## src/rtl/pipe_pkg.sv

```systemverilog
// Shared types for the EX/MEM pipeline register: control bundle and skid-buffer state encoding.
// No logic here; latency and backpressure belong to the modules that import it.
package pipe_pkg;

    localparam int CTRL_W = 4;

    typedef struct packed {
        logic reg_write;
        logic memto_reg;
        logic mem_write;
        logic mem_read;
    } ex_mem_ctrl_t;

    typedef enum logic [1:0] {
        EMPTY = 2'd0,
        BUSY  = 2'd1,
        FULL  = 2'd2
    } skid_state_t;

endpackage

```

## src/rtl/pipe_skid_buf.sv

```systemverilog
// Two-entry skid buffer carrying a W-bit payload over valid/ready, 1-cycle latency.
// in_ready depends only on registered state, so 1 transfer/cycle survives a stalled consumer.
module pipe_skid_buf
    import pipe_pkg::*;
#(
    parameter int W = 8
) (
    input  logic         clk,
    input  logic         reset,
    input  logic         flush,
    input  logic         in_valid,
    output logic         in_ready,
    input  logic [W-1:0] in_data,
    output logic         out_valid,
    input  logic         out_ready,
    output logic [W-1:0] out_data
);

    skid_state_t  state;
    logic [W-1:0] main_q;
    logic [W-1:0] skid_q;
    logic         live;
    logic         in_fire;
    logic         out_fire;

    // live keeps in_ready low during reset and until the first edge after release
    assign in_ready  = live && (state != FULL);
    assign out_valid = (state != EMPTY);
    assign out_data  = main_q;
    assign in_fire   = in_valid && in_ready;
    assign out_fire  = out_valid && out_ready;

    always_ff @(posedge clk or posedge reset) begin
        if (reset) begin
            state  <= EMPTY;
            main_q <= '0;
            skid_q <= '0;
            live   <= 1'b0;
        end else begin
            live <= 1'b1;
            if (flush) begin
                state <= EMPTY;
            end else begin
                case (state)
                    EMPTY: begin
                        if (in_fire) begin
                            main_q <= in_data;
                            state  <= BUSY;
                        end
                    end
                    BUSY: begin
                        if (in_fire && out_fire) begin
                            main_q <= in_data;
                        end else if (out_fire) begin
                            state <= EMPTY;
                        end else if (in_fire) begin
                            skid_q <= in_data;
                            state  <= FULL;
                        end
                    end
                    FULL: begin
                        if (out_fire) begin
                            main_q <= skid_q;
                            state  <= BUSY;
                        end
                    end
                    default: state <= EMPTY;
                endcase
            end
        end
    end

endmodule

```

## src/rtl/ex_mem_skid_reg.sv

```systemverilog
// EX/MEM register over a skid buffer with flush, bubble-safe control, forwarding tap, stall counter.
// 1-cycle latency, full throughput; in_ready drops only when both entries are held.
module ex_mem_skid_reg
    import pipe_pkg::*;
#(
    parameter int XLEN        = 64,
    parameter int REG_ADDR_W  = 5,
    parameter int STALL_CNT_W = 16
) (
    input  logic                   clk,
    input  logic                   reset,
    input  logic                   flush,
    input  logic                   in_valid,
    output logic                   in_ready,
    input  logic                   RegWrite,
    input  logic                   MemtoReg,
    input  logic                   MemWrite,
    input  logic                   MemRead,
    input  logic [XLEN-1:0]        AluResult,
    input  logic [XLEN-1:0]        Datain,
    input  logic [REG_ADDR_W-1:0]  Rd_in,
    output logic                   out_valid,
    input  logic                   out_ready,
    output logic                   RegWrite_Out,
    output logic                   MemtoReg_Out,
    output logic                   MemWrite_Out,
    output logic                   MemRead_out,
    output logic [XLEN-1:0]        AluOut,
    output logic [XLEN-1:0]        DataOut,
    output logic [REG_ADDR_W-1:0]  Rd_out,
    output logic                   fwd_valid,
    output logic [REG_ADDR_W-1:0]  fwd_rd,
    output logic [XLEN-1:0]        fwd_data,
    output logic [STALL_CNT_W-1:0] stall_cnt
);

    localparam int PAY_W = CTRL_W + 2 * XLEN + REG_ADDR_W;

    typedef struct packed {
        ex_mem_ctrl_t          ctrl;
        logic [XLEN-1:0]       alu;
        logic [XLEN-1:0]       data;
        logic [REG_ADDR_W-1:0] rd;
    } payload_t;

    payload_t     pay_in;
    payload_t     pay_out;
    ex_mem_ctrl_t ctrl_vis;

    assign pay_in.ctrl = '{reg_write: RegWrite, memto_reg: MemtoReg,
                           mem_write: MemWrite, mem_read: MemRead};
    assign pay_in.alu  = AluResult;
    assign pay_in.data = Datain;
    assign pay_in.rd   = Rd_in;

    pipe_skid_buf #(
        .W (PAY_W)
    ) u_skid (
        .clk       (clk),
        .reset     (reset),
        .flush     (flush),
        .in_valid  (in_valid),
        .in_ready  (in_ready),
        .in_data   (pay_in),
        .out_valid (out_valid),
        .out_ready (out_ready),
        .out_data  (pay_out)
    );

    // A bubble must never store or write back, whatever stale bits the entry holds
    assign ctrl_vis     = out_valid ? pay_out.ctrl : '0;
    assign RegWrite_Out = ctrl_vis.reg_write;
    assign MemtoReg_Out = ctrl_vis.memto_reg;
    assign MemWrite_Out = ctrl_vis.mem_write;
    assign MemRead_out  = ctrl_vis.mem_read;
    assign AluOut       = pay_out.alu;
    assign DataOut      = pay_out.data;
    assign Rd_out       = pay_out.rd;

    assign fwd_valid = out_valid && RegWrite_Out && (Rd_out != '0);
    assign fwd_rd    = Rd_out;
    assign fwd_data  = AluOut;

    always_ff @(posedge clk or posedge reset) begin
        if (reset) begin
            stall_cnt <= '0;
        end else if (out_valid && !out_ready && (stall_cnt != {STALL_CNT_W{1'b1}})) begin
            stall_cnt <= stall_cnt + 1'b1;
        end
    end

endmodule

```

## config.mk

```make
export PLATFORM = sky130hd
export DESIGN_NAME = ex_mem_skid_reg
export DESIGN_NICKNAME = d
export VERILOG_FILES = /design/src/rtl/pipe_pkg.sv /design/src/rtl/pipe_skid_buf.sv /design/src/rtl/ex_mem_skid_reg.sv
export SDC_FILE = /design/constraint.sdc
export NUM_CORES = 1
export LEC_CHECK = 0
export CORE_MARGIN = 2
export CORE_UTILIZATION = 53
export DETAILED_ROUTE_END_ITERATION = 7
export PLACE_DENSITY = 0.91
export SLEW_MARGIN = 20
export SYNTH_ARGS = -nofsm -noshare
export SYNTH_HDL_FRONTEND = slang
export SYNTH_SLANG_ARGS = --single-unit
export TNS_END_PERCENT = 1
```

## constraint.sdc

```tcl
create_clock -name clk -period 26.6 [get_ports clk]
set_clock_uncertainty 0.15 [all_clocks]
set_input_delay 3.99 -clock clk [delete_from_list [all_inputs] [get_ports clk]]
set_output_delay 3.99 -clock clk [all_outputs]
set_load 0.01 [all_outputs]
```

* After elaboration in Yosys (flattened, before gate mapping) *
Index checks and enable logic that the tools add are counted.
Widths: inputs -> output; s select.

word-level totals
  ROM bits = 0
  RAM bits = 0
  register bits after elaboration = 293
  memories kept = 0
  input port bits = 142
  output and inout bits = 225
  bits in latches = 0
  logic and storage cells = 48

operators by class
  reductions and logical operators = 16
  add/sub/neg operators = 1
  div/mod/pow operators = 0
  muxes and demuxes = 12
  shifts and indexed selects = 0
  multiply operators = 0
  magnitude comparators = 0
  bitwise logic cells = 3
  equality and inequality tests = 11

operator list
  cell                   count
  $mux 137               3
  $pmux 137 s3           1
  $add 16x1->16 const B  1
  $ne 16x16->1 const B   1
  $mux 2                 6
  $reduce_and 5->1       2
  $logic_and 1x1->1      8
  $ne 2x1->1 const B     3
  $ne 3x2->1 const B     2
  $pmux 2 s3             1
  $reduce_bool 5->1      1
  $mux 4                 1
  $ne 4x2->1 const B     1
  $reduce_and 4->1       1
  $ne 3x3->1 const B     1
  $not 1->1              3
  $reduce_bool 3->1      1
  $eq 2x1->1 const B     1
  $eq 2x2->1 const B     1
  $logic_not 2->1        1
  $ne 2x2->1 const B     1
  $reduce_bool 2->1      1
  $logic_not 1->1        1

* Depth between registers and ports, before layout *
Gate-level depths: netlist of run 1.

  word-level depth = 8
  depth in mapped cells = 7
  depth with buffers taken out = 5

* By module *
Synthesis of run 1 repeated with hierarchy kept, for this count alone.

unflattened totals
  cells, all modules = 1049
  area total of the unflattened synthesis = 12849.8 sq um

modules (own cells, without submodules)
  module           sequential area each (sq um)  instances  cells an instance  area an instance (sq um)
  pipe_skid_buf    6931.6                        1          906                11537.3
  ex_mem_skid_reg  400.4                         1          143                1312.5

* Worst setup path after synthesis of run 1 *
OpenSTA, ideal clock, no wires.

  path kind = register to output
  start = reg u_skid.state[0]
  end = out in_ready
  stages on the path, launching flop included = 7
  path slack = 21.174 ns
  data arrival time = 1.286 ns
  required time = 22.460 ns
  cells stage by stage = dfrtp_1 -> buf_2 -> nand2b_1 -> buf_2 -> buf_4 -> buf_4 -> and2_1

between the ends
  word-level cells in the longest chain between the ends = 2

RTL lines
  element                   line                   text
  start: declaration        pipe_skid_buf.sv:19    skid_state_t state;
  start signal: assignment  pipe_skid_buf.sv:35    state <= EMPTY;
  start signal: assignment  pipe_skid_buf.sv:42    state <= EMPTY;
  start signal: assignment  pipe_skid_buf.sv:48    state <= BUSY;
  $ne 2x2->1                pipe_skid_buf.sv:27    assign in_ready = live && (state != FULL);
  $logic_and 1x1->1         pipe_skid_buf.sv:27
  end: declaration          ex_mem_skid_reg.sv:14  output logic in_ready,

Every way passes these cells.

* Worst setup path after layout of run 1 *
Ends and elaborated chain as after synthesis.

==> impl_metrics.yaml, run 1 <==
place:
  placed_cells: 1633
  dp_hpwl_um: 20800
  io_buffer_count: 366
  gp_congestion: 0.856
timing:
  max_slew_margin_pct: 31.1
  period_needed_ns: 6.64
  finalSetupViolations: 0
  fin_crit_sh_pct: 25.0
  hold_viol_final: 0
  slew_viol_final: 0
  rsz0062_at_grt: "no"
  max_freq_mhz: 151
  tightest_slew_ns: 1.03
  tns_ns: 0
finish:
  diodes: 0
  mostFrequentLayoutCells: "clkdlybuf4s50_1 (366), dfrtp_1 (293), nor2_1 (143), a21oi_1 (138)"
  final_common_cell: "clkdlybuf4s50_1"
  postLayoutCoreUtil_pct: 66.8
  drive_gt1_share_pct: 15.7
  fillers: 1800
  area_delta_synth_final_pct: 24.7
  finalNetCount: 1474
  finalNonFillerCells: 1689
global_routing:
  grt_max_degree: 156
  antenna_found_initial: 0
  grt_pass1_wl_um: 50100
  grtUsageTotal_pct: 22.2
  grt_pass1_vias: 9363
  grt_overflow: 0
critical_path:
  critPathLaunchType: "flop"
  critical_path_class: "flop to output pin"
  critical_path.endpoint_type: "output pin"
  worstPathRequired_ns: 22.46
  cp_slowest_cell: "nand2b_4"
  startpoint: "u_skid.state[0]"
  max_stage_delay_ns: 0.65
  cp_num_cells: 3
  r2r_slack_ns: 23.40
  critical_path_arrival_ns: 2.50
  reg2reg_depth: 6
  crit_family: "simple AND/OR/NAND/NOR gates"
  worstPathCellList: "nand2b_4, and2_1, clkdlybuf4s50_1"
  crit_path_max_fanout: 39
  critical_path_buf_inv_count: 1
  reg2reg_from: "u_skid.state[1]"
run:
  drv_cap: 0
min_path:
  hp-start: "u_skid.skid_q[60]"
  hold_class: "flop to flop"
  whs_path_depth: 1
floorplan:
  io_pins: 367
  coreArea_um2: 25900
  start_util_pct: 53.6
  row_count: 59
  die_area_um2: 27500
  die_h_um: 166
  die_width_um: 166
clock_tree:
  cts_max_level: 1
  cts_resized: 0
  clock_sink_count: 293
  cts_root_buffer: "clkbuf_16"
  insertion_delay_ns: 0.55
  cts-hold-fix-buffers: 0
  numCtsBuffers: 31
  cts_buffer_depth: 3
  cts_tree: "yes"
  clk_pin_slew_worst_paths_ns: 0.06
  postCtsSetupBuffers: 0
logic_synthesis:
  synth-seq-cells: 293
  synth_nets: 1332
  syn_avg_cell_area_um2: 11.7
  synth.distinct_cells: 42
  syn_area_um2: 13900
  synthCells: 1189
  synth_warnings: 0
  yosysSeqAreaShare_pct: 52.8
drt:
  dr.pass1.iters: 5
  vias: 9032
  antenna_left: 0
  drt_first_iter_violations: 648
  drc: 0
  drt-total-wl_um: 31300
  avgViaCountPerCell: 5.35
  post_drt_wl_per_cell_um: 18.6
pwr:
  leakagePower_nw: 8.43
  powerDensity_nw_per_um2: 79.4
  ir_worst_vdd_mv: 0.0629
run_status:
  outcome: "complete, no violations"
## final cells by class
type	instances	area, µm²	area share [%]
Timing Repair Buffer	374	3740	21.6
Clock inverter	12	146	0.846
Inverter	2	15.0	0.0867
Sequential cell	293	7330	42.4
Multi-Input combinational cell	629	4730	27.3
Tap cell	335	419	2.42
Clock buffer	44	925	5.34
## sequential cells by signal (all words and copies together), names as in the netlist
| register | flops |
|---|---|
| stall_cnt | 16 |
| u_skid.live | 1 |
| u_skid.out_data | 137 |
| u_skid.skid_q | 137 |
| u_skid.state | 2 |
## path summary, 6_finish.rpt
kind | endpoint
worst max-delay path | in_ready
worst min-delay path | u_skid.skid_q[60]
worst max register to register | u_skid.out_data[91]
worst min register to register | u_skid.skid_q[60]
max in group asynchronous | u_skid.skid_q[62]
min in group asynchronous | u_skid.out_data[90]
## report_power, final
part,switching (mW),total (mW),internal (mW)
Sequential,0.0630,0.598,0.535
Combinational,0.134,0.333,0.199
Clock,0.174,0.443,0.269
Total,0.371,1.37,1.00
## synth_stat cells
cell type / number / area share [%]
nand2_1: 6 / 0.16
nand4bb_1: 1 / 0.081
nor3_1: 7 / 0.25
buf_4: 206 / 11
o21bai_4: 1 / 0.14
inv_1: 2 / 0.054
a21oi_1: 138 / 5.0
mux2_2: 137 / 11
and2_1: 3 / 0.14
nor2_2: 1 / 0.045
o21bai_1: 1 / 0.054
nand4_2: 2 / 0.18
a31oi_1: 1 / 0.045
and3_1: 1 / 0.045
nor3b_1: 1 / 0.054
nor2_1: 143 / 3.9
buf_2: 58 / 2.1
nor3_2: 1 / 0.072
xnor2_1: 2 / 0.13
nand4_1: 3 / 0.14
a21o_1: 1 / 0.054
nand3_1: 8 / 0.29
nor2b_1: 4 / 0.18
and4_1: 1 / 0.063
or2_2: 1 / 0.045
or4_1: 1 / 0.054
nor4_4: 1 / 0.15
mux2_4: 1 / 0.11
or4b_4: 1 / 0.099
clkbuf_1: 1 / 0.027
nand2b_1: 1 / 0.045
o31ai_1: 1 / 0.054
nor4_1: 2 / 0.090
o21a_1: 1 / 0.054
mux2i_1: 137 / 9.9
nor3b_2: 1 / 0.090
ha_1: 1 / 0.090
xor2_1: 13 / 0.82
dfrtp_1: 293 / 53
nand4b_1: 1 / 0.063
nand3b_1: 2 / 0.11
conb_1: 1 / 0.027
## metrics by stage
| step | worst slack [ns] | total power, mW | area (µm²) | hold slack [ns] |
|---|---|---|---|---|
| 2_1_floorplan | 14.37 | 0.822 | 13900 | 0.329 |
| 3_3_place_gp | 19.72 | 0.919 | 16200 | 0.334 |
| 3_5_place_dp | 19.54 | 0.937 | 16200 | 0.342 |
| 4_1_cts | 19.87 | 1.39 | 17300 | 0.355 |
| 5_1_grt | 19.83 | 1.44 | 17300 | 0.363 |
| 6_report | 19.96 | 1.37 | 17300 | 0.353 |
## kinds of logic (layout without fill, tap and decap cells)
group | after synthesis | count (layout) | synth area share, %
multiplexers | 275 | 275 | 21.1
adder cells (fa/ha/maj) | 1 | 1 | 0.0901
AND/OR/NAND/NOR | 193 | 193 | 6.31
XOR/XNOR | 15 | 15 | 0.947
flip-flops | 293 | 293 | 52.8
AO/OA/AOI/OAI | 144 | 144 | 5.37
buffers and inverters | 267 | 432 | 13.3
other | 1 | 1 | 0.0270
## per-layer routing
metal | track usage (%) | vias up | part of all wire (%)
li1 | - | 4135 | -
met1 | 27.3 | 4502 | 39
met2 | 38.0 | 320 | 50
met3 | 6.51 | 75 | 7.6
met4 | 7.07 | 0 | 3.2
met5 | 0 | - | 0
Note: power is estimated with default switching activity, not from simulation.
==> run 2, diff against run 1 <==
Settings changed: CORE_UTILIZATION 53 to 49, PLACE_DENSITY 0.91 to 0.86.
Clock period 26.6 ns to 6.3 ns, I/O delays scaled along.
==> impl_metrics.yaml, run 2 (same netlist as run 1, synthesis figures left out) <==
run_status:
  outcome: "complete, no violations"
drt:
  dr.pass1.iters: 4
  avgViaCountPerCell: 5.15
  post_drt_wl_per_cell_um: 17.5
  drt-total-wl_um: 30400
  vias: 8927
  drc: 0
  antenna_left: 0
  drt_first_iter_violations: 484
pwr:
  finalPower_mw: 5.75
  leakagePower_nw: 8.42
  ir_worst_vdd_mv: 0.219
  powerDensity_nw_per_um2: 331
floorplan:
  coreArea_um2: 27900
  row_count: 61
  die_area_um2: 29700
  die_h_um: 172
  start_util_pct: 49.8
  die_width_um: 172
  io_pins: 367
timing:
  tns_ns: 0
  tightest_slew_ns: 1.05
  hold_viol_final: 0
  finalSetupViolations: 0
  max_freq_mhz: 272
  fin_crit_sh_pct: 58.5
  period_needed_ns: 3.68
  max_slew_margin_pct: 30.0
  rsz0062_at_grt: "no"
  slew_viol_final: 0
clock_tree:
  cts-hold-fix-buffers: 0
  cts_root_buffer: "clkbuf_16"
  cts_tree: "yes"
  cts_max_level: 1
  cts_buffer_depth: 3
  postCtsSetupBuffers: 0
  clk_pin_slew_worst_paths_ns: 0.06
  insertion_delay_ns: 0.54
  numCtsBuffers: 30
  clock_sink_count: 293
  cts_resized: 0
global_routing:
  grt_pass1_wl_um: 47300
  grt_pass1_vias: 9160
  antenna_found_initial: 4
  grt_overflow: 0
  grt_max_degree: 165
  grtUsageTotal_pct: 19.9
critical_path:
  crit_path_max_fanout: 45
  critical_path.endpoint_type: "output pin"
  worstPathRequired_ns: 5.20
  critical_path_arrival_ns: 2.59
  critical_path_class: "flop to output pin"
  critPathLaunchType: "flop"
finish:
  final_common_cell: "clkdlybuf4s50_1"
  mostFrequentLayoutCells: "clkdlybuf4s50_1 (366), dfrtp_1 (293), nor2_1 (143), a21oi_1 (138)"
  drive_gt1_share_pct: 15.4
  finalNonFillerCells: 1735
  area_delta_synth_final_pct: 25.2
  finalNetCount: 1475
place:
  dp_hpwl_um: 20500
  gp_congestion: 0.833
  placed_cells: 1678
  io_buffer_count: 366
run:
  drv_cap: 0
min_path:
  hold_class: "flop to flop"
run 2: final timing paths:
| check | cells after the start | from | endpoint | slack [ns] |
|---|---|---|---|---|
| setup / recovery | 3 | u_skid.state[0] | in_ready | 2.62 |
| hold / removal | 1 | u_skid.skid_q[65] | u_skid.skid_q[65] | 0.35 |
| setup reg to reg | 4 | u_skid.state[0] | u_skid.out_data[103] | 3.39 |
| hold reg to reg | 1 | u_skid.skid_q[65] | u_skid.skid_q[65] | 0.35 |
| max in group asynchronous | 3 | reset | u_skid.out_data[94] | 4.41 |
| min in group asynchronous | 3 | reset | stall_cnt[14] | 0.80 |
run 2: through the flow:
stage          hold slack (ns)  instance area (µm²)  setup WS [ns]  util (%)
6_report                 0.352                17400           2.62      62.4
2_1_floorplan            0.329                13900           1.32         -
4_1_cts                  0.355                17400           2.55      62.4
3_3_place_gp             0.335                16300           2.70      58.6
5_1_grt                  0.364                17400           2.46      62.4
3_5_place_dp             0.342                16300           2.64      58.6
run 2: per-layer routing:
| metal | GRT usage [%] | vias to the layer above | part of all wire, % |
|---|---|---|---|
| li1 | - | 4147 | - |
| met1 | 23.6 | 4413 | 39 |
| met2 | 35.0 | 291 | 50 |
| met3 | 4.97 | 76 | 6.8 |
| met4 | 7.78 | 0 | 4.1 |
| met5 | 0 | - | 0 |
run 2: worst max-delay path: stages, from the launching register on:
cell,delay [ns]
dfrtp_1,0.54
nand2b_4,0.73
and2_1,0.23
clkdlybuf4s50_1,0.54
run 2: final cells by class:
class | count | area [µm²]
Fill cell | 2125 | 10500
Sequential cell | 293 | 7330
Multi-Input combinational cell | 629 | 4730
Timing Repair Buffer | 376 | 3790
Clock buffer | 45 | 908
Tap cell | 378 | 473
Clock inverter | 9 | 128
Inverter | 2 | 11.3
Antenna cell | 3 | 7.51
run 2: report_power, final:
part | leakage [nW] | internal, mW | total, mW | switching [mW]
Clock | 0.501 | 1.11 | 1.83 | 0.723
Sequential | 3.56 | 2.26 | 2.52 | 0.257
Combinational | 4.36 | 0.843 | 1.40 | 0.552
Total | 8.42 | 4.21 | 5.75 | 1.53
==> run 3, diff against run 2 <==
Settings changed: CORE_UTILIZATION 49 to 44, PLACE_DENSITY 0.86 to 0.81.
Clock period 6.3 ns to 3.3 ns, I/O delays scaled along.
==> impl_metrics.yaml, run 3 (same netlist as run 1, synthesis figures left out) <==
place:
  io_buffer_count: 366
  dp_hpwl_um: 20700
  placed_cells: 1707
  gp_congestion: 0.806
floorplan:
  die_h_um: 182
  start_util_pct: 44.3
  die_area_um2: 33000
  coreArea_um2: 31300
  io_pins: 367
  die_width_um: 182
  row_count: 65
critical_path:
  reg2reg_depth: 5
  crit_family: "flip-flops"
  critPathLaunchType: "flop"
  critical_path.endpoint_type: "output pin"
  critical_path_arrival_ns: 2.15
  max_stage_delay_ns: 0.57
  cp_num_cells: 4
  critical_path_class: "flop to output pin"
  worstPathRequired_ns: 2.65
  cp_slowest_cell: "dfrtp_1"
  crit_path_max_fanout: 9
  worstPathCellList: "nor2_1, nor2b_1, o21a_1, clkdlybuf4s50_1"
  critical_path_buf_inv_count: 1
timing:
  hold_viol_final: 0
  finalSetupViolations: 0
  max_slew_margin_pct: 48.0
  fin_crit_sh_pct: 84.8
  tightest_slew_ns: 0.780
  rsz0062_at_grt: "no"
  slew_viol_final: 0
  max_freq_mhz: 357
  period_needed_ns: 2.80
finish:
  fillers: 2539
  mostFrequentLayoutCells: "clkdlybuf4s50_1 (366), dfrtp_1 (293), nor2_1 (143), a21oi_1 (138)"
  area_delta_synth_final_pct: 27.1
  finalNonFillerCells: 1769
  drive_gt1_share_pct: 16.1
  finalNetCount: 1484
  final_common_cell: "clkdlybuf4s50_1"
drt:
  drt-total-wl_um: 30600
  drc: 0
  drt_first_iter_violations: 320
  avgViaCountPerCell: 5.05
  antenna_left: 0
  vias: 8926
  post_drt_wl_per_cell_um: 17.3
  dr.pass1.iters: 6
clock_tree:
  cts_tree: "yes"
  cts-hold-fix-buffers: 0
  postCtsSetupBuffers: 0
  cts_root_buffer: "clkbuf_16"
  numCtsBuffers: 34
  clk_pin_slew_worst_paths_ns: 0.06
  clock_sink_count: 293
  insertion_delay_ns: 0.50
  cts_max_level: 2
  cts_resized: 0
  cts_buffer_depth: 3
pwr:
  leakagePower_nw: 8.55
  powerDensity_nw_per_um2: 641
  ir_worst_vdd_mv: 0.382
  finalPower_mw: 11.3
global_routing:
  grt_overflow: 0
  antenna_found_initial: 2
  grt_pass1_vias: 9182
  grtUsageTotal_pct: 18.3
  grt_pass1_wl_um: 48900
  grt_max_degree: 134
run_status:
  outcome: "complete, no violations"
run:
  drv_cap: 0
min_path:
  hold_class: "input pin to async pin"
==> run 3: cell count changes in the layout (fill, tap and decap cells not counted) <==
cell	before	now
bufinv_16	3	2
diode_2	3	2
buf_12	4	10
buf_4	6	5
clkbuf_16	31	37
clkinvlp_4	4	3
clkinv_2	3	5
==> run 3: power breakdown <==
part	internal (mW)	total, mW	switching, mW
logic	1.62	2.67	1.05
clock network	2.37	3.83	1.46
registers	4.31	4.81	0.497
total	8.30	11.3	3.01
==> run 3: routing by layer <==
layer | share of wire [%] | track usage, % | up-vias
li1 | - | - | 4156
met1 | 41 | 22.3 | 4442
met2 | 50 | 31.7 | 277
met3 | 6.3 | 4.37 | 51
met4 | 2.7 | 6.28 | 0
met5 | 0 | 0 | -
==> run 3: final cells by class <==
class | instances | area, µm² | area share [%]
antenna | 2 | 5.00 | 0.0284
clock buffer | 51 | 1060 | 6.00
clock inverter | 9 | 100 | 0.567
inverter | 2 | 11.3 | 0.0638
multi-input combinational | 629 | 4730 | 26.8
sequential | 293 | 7330 | 41.6
tap | 402 | 503 | 2.85
timing repair buffer | 381 | 3900 | 22.1
==> run 3: worst paths after layout <==
check                                      end         startpoint  slack (ns)
min in group clk             u_skid.skid_q[33]  u_skid.skid_q[33]        0.35
setup reg to reg           u_skid.out_data[26]    u_skid.state[1]        1.11
hold / removal               u_skid.skid_q[58]              reset        0.27
max in group asynchronous  u_skid.out_data[97]              reset        1.95
setup / recovery                     fwd_valid    u_skid.state[1]        0.50
hold reg to reg              u_skid.skid_q[33]  u_skid.skid_q[33]        0.35
==> run 3: per-stage QoR <==
| step | hold slack (ns) | utilization [%] | setup WS (ns) | cell area, µm² | setup TNS, ns |
|---|---|---|---|---|---|
| floorplan | 0.329 | - | -1.23 | 13900 | -361.61 |
| global placement | 0.337 | 52.6 | 0.765 | 16500 | 0 |
| detailed placement | 0.342 | 52.6 | 0.692 | 16500 | 0 |
| CTS | 0.265 | 56.3 | 0.490 | 17600 | 0 |
| global route | 0.288 | 56.4 | 0.380 | 17600 | 0 |
| finish | 0.272 | 56.4 | 0.500 | 17600 | 0 |
==> run 3: worst min-delay path, stage by stage <==
cell and delay [ns]:
clkdlybuf4s50_1 0.44, clkinvlp_4 0.14, buf_12 0.20
